==> src/rtl/frame_load_arbiter.sv <==
// frame_load_arbiter
//   Shares the display back-buffer write port between two frame loaders
//   (requester 0 = SPI, requester 1 = UART). A requester owns the port for a
//   whole frame. After a completed load the buffer is held until the driver's
//   frame_complete, which toggles mem_flip and bumps frame_count.
//
// Ports:
//   clk, rst              system clock, asynchronous active-low reset
//   req[1:0]              per-requester session active
//   wen[1:0]              per-requester pixel write strobe
//   wrow0/1, wcol0/1      per-requester pixel address
//   wdata0/1              per-requester pixel data
//   loaded[1:0]           per-requester frame-done pulse
//   frame_complete        driver end-of-frame pulse
//   grant[1:0]            one-hot owner, 0 when none
//   ready[1:0]            owner may stream pixels
//   mem_wen/wrow/wcol/wdata  registered write port to display_memory
//   mem_flip              buffer select, toggles once per presented frame
//   aborted               one-cycle pulse when a load is abandoned
//   frame_count           flipped-frame counter, wraps
module frame_load_arbiter #(
  parameter int unsigned rows    = 8,
  parameter int unsigned columns = 32,
  parameter int unsigned width   = 48,
  parameter int unsigned timeout = 1000000
) (
  input  logic                       clk,
  input  logic                       rst,
  input  logic [1:0]                 req,
  input  logic [1:0]                 wen,
  input  logic [$clog2(rows)-1:0]    wrow0,
  input  logic [$clog2(rows)-1:0]    wrow1,
  input  logic [$clog2(columns)-1:0] wcol0,
  input  logic [$clog2(columns)-1:0] wcol1,
  input  logic [width-1:0]           wdata0,
  input  logic [width-1:0]           wdata1,
  input  logic [1:0]                 loaded,
  input  logic                       frame_complete,
  output logic [1:0]                 grant,
  output logic [1:0]                 ready,
  output logic                       mem_wen,
  output logic [$clog2(rows)-1:0]    mem_wrow,
  output logic [$clog2(columns)-1:0] mem_wcol,
  output logic [width-1:0]           mem_wdata,
  output logic                       mem_flip,
  output logic                       aborted,
  output logic [7:0]                 frame_count
);

  localparam int unsigned RowW = $clog2(rows);
  localparam int unsigned ColW = $clog2(columns);
  localparam int unsigned CntW = $clog2(timeout + 1);

  typedef enum logic [1:0] {StIdle, StLoad, StPending} state_e;

  state_e            state_q, state_d;
  logic [1:0]        grant_q, grant_d;
  logic              last_q, last_d;  // 1: UART was granted last
  logic              mem_wen_q, mem_wen_d;
  logic [RowW-1:0]   mem_wrow_q, mem_wrow_d;
  logic [ColW-1:0]   mem_wcol_q, mem_wcol_d;
  logic [width-1:0]  mem_wdata_q, mem_wdata_d;
  logic              flip_q, flip_d;
  logic              aborted_q, aborted_d;
  logic [7:0]        count_q, count_d;
  logic [CntW-1:0]   idle_q, idle_d;

  logic owner_wen, owner_req, owner_loaded, win;

  // Only the owner's strobes matter; grant_q is zero outside LOAD/PENDING.
  assign owner_wen    = |(wen & grant_q);
  assign owner_req    = |(req & grant_q);
  assign owner_loaded = |(loaded & grant_q);

  always_comb begin
    state_d     = state_q;
    grant_d     = grant_q;
    last_d      = last_q;
    mem_wen_d   = 1'b0;
    mem_wrow_d  = mem_wrow_q;
    mem_wcol_d  = mem_wcol_q;
    mem_wdata_d = mem_wdata_q;
    flip_d      = flip_q;
    aborted_d   = 1'b0;
    count_d     = count_q;
    idle_d      = idle_q;
    win         = 1'b0;

    case (state_q)
      StIdle: begin
        if (|req) begin
          // On a tie the requester not granted last wins.
          win     = (req == 2'b11) ? ~last_q : req[1];
          grant_d = win ? 2'b10 : 2'b01;
          last_d  = win;
          idle_d  = '0;
          state_d = StLoad;
        end
      end

      StLoad: begin
        // A write coinciding with loaded is still forwarded.
        if (owner_wen) begin
          mem_wen_d   = 1'b1;
          mem_wrow_d  = grant_q[1] ? wrow1 : wrow0;
          mem_wcol_d  = grant_q[1] ? wcol1 : wcol0;
          mem_wdata_d = grant_q[1] ? wdata1 : wdata0;
          idle_d      = '0;
        end else begin
          idle_d = idle_q + CntW'(1);
        end

        if (owner_loaded) begin
          state_d = StPending;
        end else if (!owner_req || (!owner_wen && idle_q == CntW'(timeout - 1))) begin
          aborted_d = 1'b1;
          grant_d   = 2'b00;
          state_d   = StIdle;
        end
      end

      StPending: begin
        // req drops are ignored here; the completed frame is always flipped.
        if (frame_complete) begin
          flip_d  = ~flip_q;
          count_d = count_q + 8'd1;
          grant_d = 2'b00;
          state_d = StIdle;
        end
      end

      default: begin
        state_d = StIdle;
        grant_d = 2'b00;
      end
    endcase
  end

  always_ff @(posedge clk or negedge rst) begin
    if (!rst) begin
      state_q     <= StIdle;
      grant_q     <= 2'b00;
      last_q      <= 1'b1;
      mem_wen_q   <= 1'b0;
      mem_wrow_q  <= '0;
      mem_wcol_q  <= '0;
      mem_wdata_q <= '0;
      flip_q      <= 1'b0;
      aborted_q   <= 1'b0;
      count_q     <= 8'd0;
      idle_q      <= '0;
    end else begin
      state_q     <= state_d;
      grant_q     <= grant_d;
      last_q      <= last_d;
      mem_wen_q   <= mem_wen_d;
      mem_wrow_q  <= mem_wrow_d;
      mem_wcol_q  <= mem_wcol_d;
      mem_wdata_q <= mem_wdata_d;
      flip_q      <= flip_d;
      aborted_q   <= aborted_d;
      count_q     <= count_d;
      idle_q      <= idle_d;
    end
  end

  assign grant       = grant_q;
  assign ready       = (state_q == StLoad) ? grant_q : 2'b00;
  assign mem_wen     = mem_wen_q;
  assign mem_wrow    = mem_wrow_q;
  assign mem_wcol    = mem_wcol_q;
  assign mem_wdata   = mem_wdata_q;
  assign mem_flip    = flip_q;
  assign aborted     = aborted_q;
  assign frame_count = count_q;

endmodule

==> config.mk <==
export PLATFORM = sky130hd
export DESIGN_NAME = frame_load_arbiter
export DESIGN_NICKNAME = d
export VERILOG_FILES = /design/src/rtl/frame_load_arbiter.sv
export SDC_FILE = /design/constraint.sdc
export NUM_CORES = 1
export LEC_CHECK = 0
export ABC_AREA = 1
export CAP_MARGIN = 20
export CORE_MARGIN = 5
export CORE_UTILIZATION = 52
export CTS_CLUSTER_SIZE = 10
export DETAILED_ROUTE_END_ITERATION = 8
export DONT_BUFFER_PORTS = 1
export GPL_TIMING_DRIVEN = 0
export HOLD_SLACK_MARGIN = 0.12
export PLACE_DENSITY = 0.78
export RECOVER_POWER = 100
export SYNTH_ARGS = -nofsm -noshare
export SYNTH_HDL_FRONTEND = slang
export SYNTH_SLANG_ARGS = --single-unit
==> constraint.sdc <==
create_clock -name clk -period 1.8 [get_ports clk]
set_clock_uncertainty 0.2 [all_clocks]
set_input_delay 0.54 -clock clk [delete_from_list [all_inputs] [get_ports clk]]
set_output_delay 0.54 -clock clk [all_outputs]
set_load 0.02 [all_outputs]
# == Word-level counts from Yosys, hierarchy flattened ==
# Index checks and enable logic that the tools add are counted.
# W data, S select, Z words.
# totals
regBits,92
in_bits,121
out_inout_bits,71
wordCells,65
# op_classes
add_sub_neg,2
eq_ne,9
mux,22
n_bitwise,5
reduce_logical,16
# op_table
operator,count
$mux W48,1
$mux W20,2
$pmux W20 S2,1
$add A20 B1 Y20 const B,1
$eq A20 B20 Y1 const B,1
$mux W2,8
$pmux W2 S3,2
$add A8 B1 Y8 const B,1
$ne A2 B2 Y1 const B,4
$reduce_and A2 Y1,4
$reduce_or A2 Y1,4
$and A2 B2 Y2,3
$mux W1,6
$mux W5,1
$eq A2 B2 Y1 const B,2
$reduce_and A4 Y1,1
$mux W3,1
$ne A3 B3 Y1 const B,1
$reduce_and A3 Y1,1
$eq A2 B1 Y1 const B,1
$logic_not A1 Y1,2
$logic_not A2 Y1,1
$not A1 Y1,2
$reduce_bool A2 Y1,1
2 further kinds,2

# == Logic depth before layout (Yosys ltp) ==
# Gate-level depths: netlist of run 1.
# logic_depth
word_depth,8
mapped_depth,10
depth_no_buf,10

# == Worst setup path after synthesis of run 1 ==
# No wires, ideal clock.
# synth_path
path_kind,reg-to-output
startpoint,register grant_q[1] (netlist: grant[1])
endpoint,output port ready[1]
t_arrival_ps,1176
required_time_ps,1060
path_slack_ps,-116
stages_incl_launch_ff,5
path_buffers,2
path_cell_list,dfrtp_1 > buf_2 > inv_1 > clkbuf_1 > nor2_1
# synth_between
elab_chain_len,1
# synth_lines
element,line_no,text
"start, declared",57,"logic [1:0] grant_q, grant_d;"
"start signal, assigned",154,grant_q <= grant_d;
$mux W2,168,assign ready = (state_q == StLoad) ? grant_q : 2'b00;
"end, declared",40,"output logic [1:0] ready,"
# Every way passes these cells.

# == Worst setup path in the final report of run 1 ==
# Same ends and word-level chain as after synthesis.

==> results.md, run 1 <==
* Worst setup SP type: flop
* Main combinational cell family by area after synthesis: simple AND/OR/NAND/NOR gates
* Chip height at ~100 um
* Adder-cell share of the synthesized area at less than 1%
* Wire length on met3 at roughly 1200 um
* Port Buffer Count at 0
* Avg Cell Area, Syn at between 8 and 9 um^2
* CP top delay family: flip-flops
* Post-Syn Instances at roughly 560
* Simple-gate share of the synthesized area at 28.7%
* Starting DRT DRC Count at about 260
* IO Pins at around 190
* GP Congestion at between 0.9 and 1
* Final WL at between 10000 and 15000 um
* Final setup viols at 63
* Clk sinks at 92
* Worst slew pin tran at ~0.50 ns
* P per Cell Area at about 1700 nW/um^2
* Die area at 10700 um^2
* Row count at 34
* Initial core utilization at 52.6%
* Crit Reg-Reg Endpoint: mem_wdata[41]$_DFFE_PN0P_
* Status: finished, violations left
* Maxcap violations at 0
* Critical path data required time at roughly 1.1 ns
* First-pass GRT wire length at 20600 um
* Sequential Power Share at 44.6%
* Dpl cell area at around 4700 um^2
* Clock Latency Late Sink at around 0.35 ns
* Core Footprint at ~8600 um^2
* Mux cell area share after synthesis at 0.249%
* Most frequent cells in the layout: nand2_1, dfrtp_1, nor2_1
* Largest net degree at the start of global routing at 93
* DP Wirelength at 9170 um
* DRC errors left at 0
* Highest routed layer: met4
* Design Area, Final at slightly below 6000 um^2
* Leakage at roughly 0.0025 uW
* Layout cell share with drive strength beyond 1 at 21.1%
* Synthesis-to-finish area growth at 29.7%
* Post-DR vias/cell at ~5.8
* Hold Path Class: input pin to async pin
* ANT cells at 0
* Number of global-route vias before repair at between 4k and 5k
* Switching Share at ~47%
* M1 WL at around 5200 um
* Slew Limit Fails at 0
* Post-Place Worst Slack at -0.314 ns
* Worst reg2reg path depth at 11
* Final Hold Viols at 92
* Failing checks: negative hold slack, negative setup slack
* Buf/Inv on CP at 3
* CTS Buffer Depth at 2
* NetSw at 4590 uW
* Global route overflow at 0
* Clock Power Share at between 10% and 20%
* Post-route ant nets at 0
* Yosys cell types at 37
* H-tree levels at 3
* Worst Slack Setup Final at -0.262 ns
* Critical Path End Type: output pin
* Synthesized flop and latch total at 92
* Routed wire per std cell at 18.5 um
* DR vias at approximately 4.3k
* Max VDD drop at roughly 0.95 mV
* Critical path, cell by cell: buf_6 > clkinvlp_4 > buf_8 > nor2_4
* Worst Path Max Fanout at 2
* Reg2Reg Launch Point: grant[1]$_DFFE_PN0P_
* Synth Cell Area at roughly 4500 um^2
* Total GRT Usage at around a quarter
* Worst-path clk slew at 0.09 ns
* Clk root buf: clkbuf_8
* Setup repair after global routing missed its margin: yes
* Commonest non-fill, non-tap cell in the layout: nand2_1
* Async S/R FF share, synth at 100%
* Synth Area in Compound Gates at 11.6%
* Initial antenna violation count at 0
* DR WL met2 at between 6000 and 7000 um
* Top_reg_cell synth: dfrtp_1
* WP data arrival at around 1.3 ns
* Logic pwr share at between 40% and 50%
* 1st-pass router iterations at 5
* Power Internal at 5230 uW
* Yosys warning count at 0
* # nets final at approximately 740
* CTS tree: yes
* Synth Area in XOR/XNOR at approximately 1.5%
* Relative slew slack at between 60% and 70%
* Setup tns final at -7.99 ns
* Fmax at ~480 MHz
* Worst path max stage delay at 0.45 ns
* R2R Setup Slk at -0.20 ns
* Chip Width at 103 um
* CP Class: flop to output pin
* Register area share after synthesis at around 50%
* Minimum clock period at approximately 2.1 ns
* Post-synth EDFFs at 0
* CTS Buf Count at 9
* CP max stage cell: dfrtp_2
* Post-Syn Nets at between 600 and 700
* Final std cells w/o fill at ~730
* Final period util at 115%
* Hold WS at -0.320 ns
* Cells after DPL at 672
-- state kept, by name, summed over array words and instances, names as in the netlist, 2 cells and up --
| signal | count |
|---|---|
| idle_q | 20 |
| grant | 2 |
| state_q | 2 |
| mem_wrow | 3 |
| mem_wdata | 48 |
| mem_wcol | 5 |
| frame_count | 8 |
-- stage by stage --
stage | utilization (%) | total power, uW
detailed placement | 54.3 | 7100
finish | 68.3 | 9810
CTS | 64.1 | 9180
global placement | 54.3 | 6970
global route | 68.3 | 10400
floorplan | - | 6300
-- Yosys cell counts (2+ instances only) --
master	count	area share, %
nand3_1	19	2.1
nand2_1	171	14
xor2_1	3	0.58
dfrtp_1	91	50
a31oi_1	58	8.0
ha_1	2	0.55
o22ai_1	2	0.28
buf_6	4	1.0
nand2_4	2	0.50
buf_2	11	1.2
nor2_2	4	0.55
nor3_1	8	0.88
o21ai_0	9	1.0
inv_2	4	0.33
nor2_4	3	0.75
a21oi_1	10	1.1
nand4_1	6	0.83
nand3b_1	2	0.33
a22o_1	2	0.39
xnor2_1	5	0.97
nand2_2	2	0.28
clkbuf_1	10	0.83
nor2_1	90	7.5
inv_1	33	2.7
-- worst register-to-register path, stage by stage (launching register included) --
cell and delay, ns:
dfrtp_2 0.47, buf_6 0.14, buf_4 0.15, nand2_1 0.08, nand2_2 0.08, inv_2 0.08
nor2_4 0.05, buf_12 0.13, buf_12 0.11, buf_16 0.13, buf_12 0.15, a31oi_1 0.14
-- power groups by stage --
stage / Clock (uW) / Combinational (uW) / Sequential [uW]
floorplan: 0 / 2120 / 4180
global placement: 0 / 2570 / 4400
detailed placement: 0 / 2700 / 4400
CTS: 1350 / 3450 / 4380
global route: 1450 / 4490 / 4480
finish: 1330 / 4110 / 4380
-- cell families after synthesis --
group                    Yosys count
AND/OR/NAND/NOR                  311
flip-flops                        92
AO/OA/AOI/OAI                     86
buffers and inverters             64
XOR/XNOR                           8
adder cells (fa/ha/maj)            2
multiplexers                       1
-- layer usage --
metal	up-vias	global-route usage [%]
met1	2081	32.0
li1	1967	-
met3	29	6.57
met5	-	0
met2	206	41.1
met4	0	7.47
-- final cells by class --
type                    count  area (um^2)
clock inverters             5         45.0
plain buffers              25          249
clock buffers              11          141
well taps                 108          135
fillers                   660         2730
inverters                  38          156
multi-input cells         408         2300
flip-flops and latches     92         2310
repair buffers             47          533
-- how the worst max path moves through the flow --
stage | depth (start not counted) | to | slack (ns) | from
6_report | 4 | ready[1] | -0.26 | grant[1]$_DFFE_PN0P_
5_1_grt | 4 | ready[1] | -0.31 | grant[1]$_DFFE_PN0P_
4_1_cts | 4 | ready[1] | -0.29 | grant[1]$_DFFE_PN0P_
3_5_place_dp | 8 | mem_wdata[33]$_DFFE_PN0P_ | -0.31 | grant[1]$_DFFE_PN0P_
3_3_place_gp | 8 | mem_wdata[9]$_DFFE_PN0P_ | -0.28 | grant[1]$_DFFE_PN0P_
2_1_floorplan | 4 | ready[1] | 0.04 | grant[1]$_DFFE_PN0P_
-- what timing repair did --
| action | CTS | global route |
|---|---|---|
| hold buffers | 22 | 1 |
| endpoints found under the hold margin | 108 | 93 |
| pin swaps | 13 | 11 |
| resized for setup | 58 | 60 |
| setup endpoints to repair | 73 | 80 |
| gates cloned | 4 | 0 |
| setup buffers | 17 | 3 |
Note: power is estimated with default switching activity, not from simulation.
==> run 2: changes to the inputs <==
Settings changed: GPL_TIMING_DRIVEN 0 to 1.
Clock period 1.8 ns to 2.1 ns, I/O delays scaled along.
==> results.md, run 2 (synthesis results as in run 1) <==
* Status: finished, violations left (unchanged)
* Failing checks: negative hold slack (was negative hold slack, negative setup slack)
* Global route overflow at 0 (unchanged)
* Worst Path Max Fanout at 4 (was 2)
* CTS Buf Count at 9 (unchanged)
* ANT cells at 0 (unchanged)
* DP Wirelength at 8600 um (was 9170 um)
* Critical Path End Type: output pin (unchanged)
* CP Class: flop to output pin (unchanged)
* Total GRT Usage at 21.4% (was 24.8%)
* Clock Latency Late Sink at 0.35 ns (about the same)
* Routed wire per std cell at 16.9 um (was 18.5 um)
* Critical path data required time at 1.27 ns (was 1.06 ns)
* Setup repair after global routing missed its margin: yes (unchanged)
* P per Cell Area at 1490 nW/um^2 (was 1670 nW/um^2)
* H-tree levels at 3 (unchanged)
* Maxcap violations at 0 (unchanged)
* DR vias at 3788 (was 4283)
* Hold Path Class: input pin to async pin (unchanged)
* Worst slew pin tran at 0.385 ns (was 0.501 ns)
* Die area at 10700 um^2 (unchanged)
* Largest register FFs at 48 (unchanged)
* Core Footprint at 8590 um^2 (unchanged)
* Number of global-route vias before repair at 3641 (was 4197)
* Chip height at 103 um (unchanged)
* Final period util at between 90% and 100%
* Row count at 34 (unchanged)
* Initial antenna violation count at 0 (unchanged)
* Synthesis-to-finish area growth at 7.36% (was 29.7%)
* Fmax at between 400 and 500 MHz
* Chip Width at 103 um (unchanged)
* Starting DRT DRC Count at 256 (was 257)
* WP data arrival at 1.21 ns (was 1.32 ns)
* Post-DR vias/cell at 5.60 (was 5.84)
* CP max stage cell: dfrtp_2 (unchanged)
* Final core occ at 56.5% (was 68.3%)
* # nets final at 687 (was 744)
* Worst setup SP type: flop (unchanged)
* Relative slew slack at 74.2% (was 66.6%)
* Worst-path clk slew at 0.09 ns (about the same)
* CTS Buffer Depth at 2 (unchanged)
* Largest net degree at the start of global routing at 93 (unchanged)
* Final setup viols at 0 (was 63)
* Final WL at 11400 um (was 13600 um)
* Minimum clock period at slightly above 2 ns
* Initial core utilization at 52.6% (unchanged)
* Clk root buf: clkbuf_8 (unchanged)
* Dpl cell area at 4620 um^2 (was 4670 um^2)
* Final std cells w/o fill at 677 (was 734)
* Max VDD drop at 0.757 mV (was 0.946 mV)
* Slew Limit Fails at 0 (unchanged)
* Post-route ant nets at 0 (unchanged)
* Commonest non-fill, non-tap cell in the layout: nand2_1 (unchanged)
* Leakage at 0.00213 uW (was 0.00246 uW)
* Critical path, cell by cell: nor2_4 > inv_4 > nor2_2 > buf_4 (was buf_6 > clkinvlp_4 > buf_8 > nor2_4)
* Layout cell share with drive strength beyond 1 at 9.49% (was 21.1%)
* DRC errors left at 0 (unchanged)
* Final Hold Viols at 92 (unchanged)
* IO Pins at 192 (unchanged)
* CTS tree: yes (unchanged)
* R2R Setup Slk at 0.16 ns (was -0.20 ns)
* Port Buffer Count at 0 (unchanged)
* 1st-pass router iterations at 5 (unchanged)
* GP Congestion at 0.971 (was 0.966)
* First-pass GRT wire length at 17900 um (was 20600 um)
* Design Area, Final at 4860 um^2 (was 5870 um^2)
* Hold WS at -0.233 ns (was -0.320 ns)
* Worst path max stage delay at 0.44 ns (was 0.45 ns)
* Clk sinks at 92 (unchanged)
* Cells after DPL at 657 (was 672)
* Most frequent cells in the layout: nand2_1, dfrtp_1, nor2_1 (unchanged)
==> run 2: cell count changes in the layout (fill, tap and decap cells not counted), sizes merged <==
cell,before,now
buf,36,14
bufbuf,2,0
bufinv,0,1
clkbuf,22,12
clkinv,2,4
clkinvlp,2,0
dlygate4sd3,23,0
inv,39,38
==> run 2: final timing paths <==
kind                                         from                   endpoint  cells past startpoint
max reg2reg                state_q[1]$_DFFE_PN0P_     idle_q[15]$_DFFE_PN0P_                      9
min                                           rst     state_q[0]$_DFFE_PN0P_                      0
min reg2reg                    last_q$_DFFE_PN1P_         last_q$_DFFE_PN1P_                      2
min in group clk                       wdata0[14]  mem_wdata[14]$_DFFE_PN0P_                      2
max in group asynchronous                     rst     state_q[1]$_DFFE_PN0P_                      0
max                        state_q[1]$_DFFE_PN0P_                   ready[1]                      4
==> run 2: cell type report <==
class                           count  area (um^2)
Fill cell                         800         3740
Sequential cell                    92         2310
Clock buffer                       11          141
Clock inverter                      5         72.6
Timing Repair Buffer               15          134
Inverter                           38          145
Multi-Input combinational cell    408         1920
Tap cell                          108          135
==> run 2: timing repair <==
item,in CTS,in global routing
endpoints found under the hold margin,92,92
resized for setup,3,1
setup buffers,2,2
endpoints found under the setup margin,2,2
pin swaps,1,1
==> run 2: power breakdown <==
part           internal, uW  total [uW]  switching [uW]
combinational           845        2250            1400
clock                   600        1240             644
sequential             2440        3730            1290
total                  3880        7220            3330
==> run 2: metal layers <==
layer,global-route usage (%),wire (um)
met1,28.6,4740
met2,33.5,5560
met3,5.77,928
met4,7.87,209
met5,0,0
==> run 2: worst max-delay path, delay by kind of cell, from the launching register on <==
| family | cells | cell delay [ns] |
|---|---|---|
| flops | 1 | 0.44 |
| simple gates | 2 | 0.23 |
| buf+inv | 2 | 0.20 |
==> run 2: through the flow <==
step	TNS [ns]	hold slack (ns)	setup slack (ns)	power, uW
final	0	-0.233	0.0605	7220
after global routing	-0.00853	-0.266	-0.00466	7740
after CTS	0	-0.267	0.00673	7290
after detailed placement	0	0.139	0.179	5990
after global placement	0	0.139	0.222	5880
after floorplan	0	0.134	0.0941	5390
==> run 3: changes to the inputs <==
Settings changed: ABC_CLOCK_PERIOD_IN_PS set to 2100.
==> results of run 3 <==
Same layout as run 2: the final DEF is identical, and so are final timing and power.
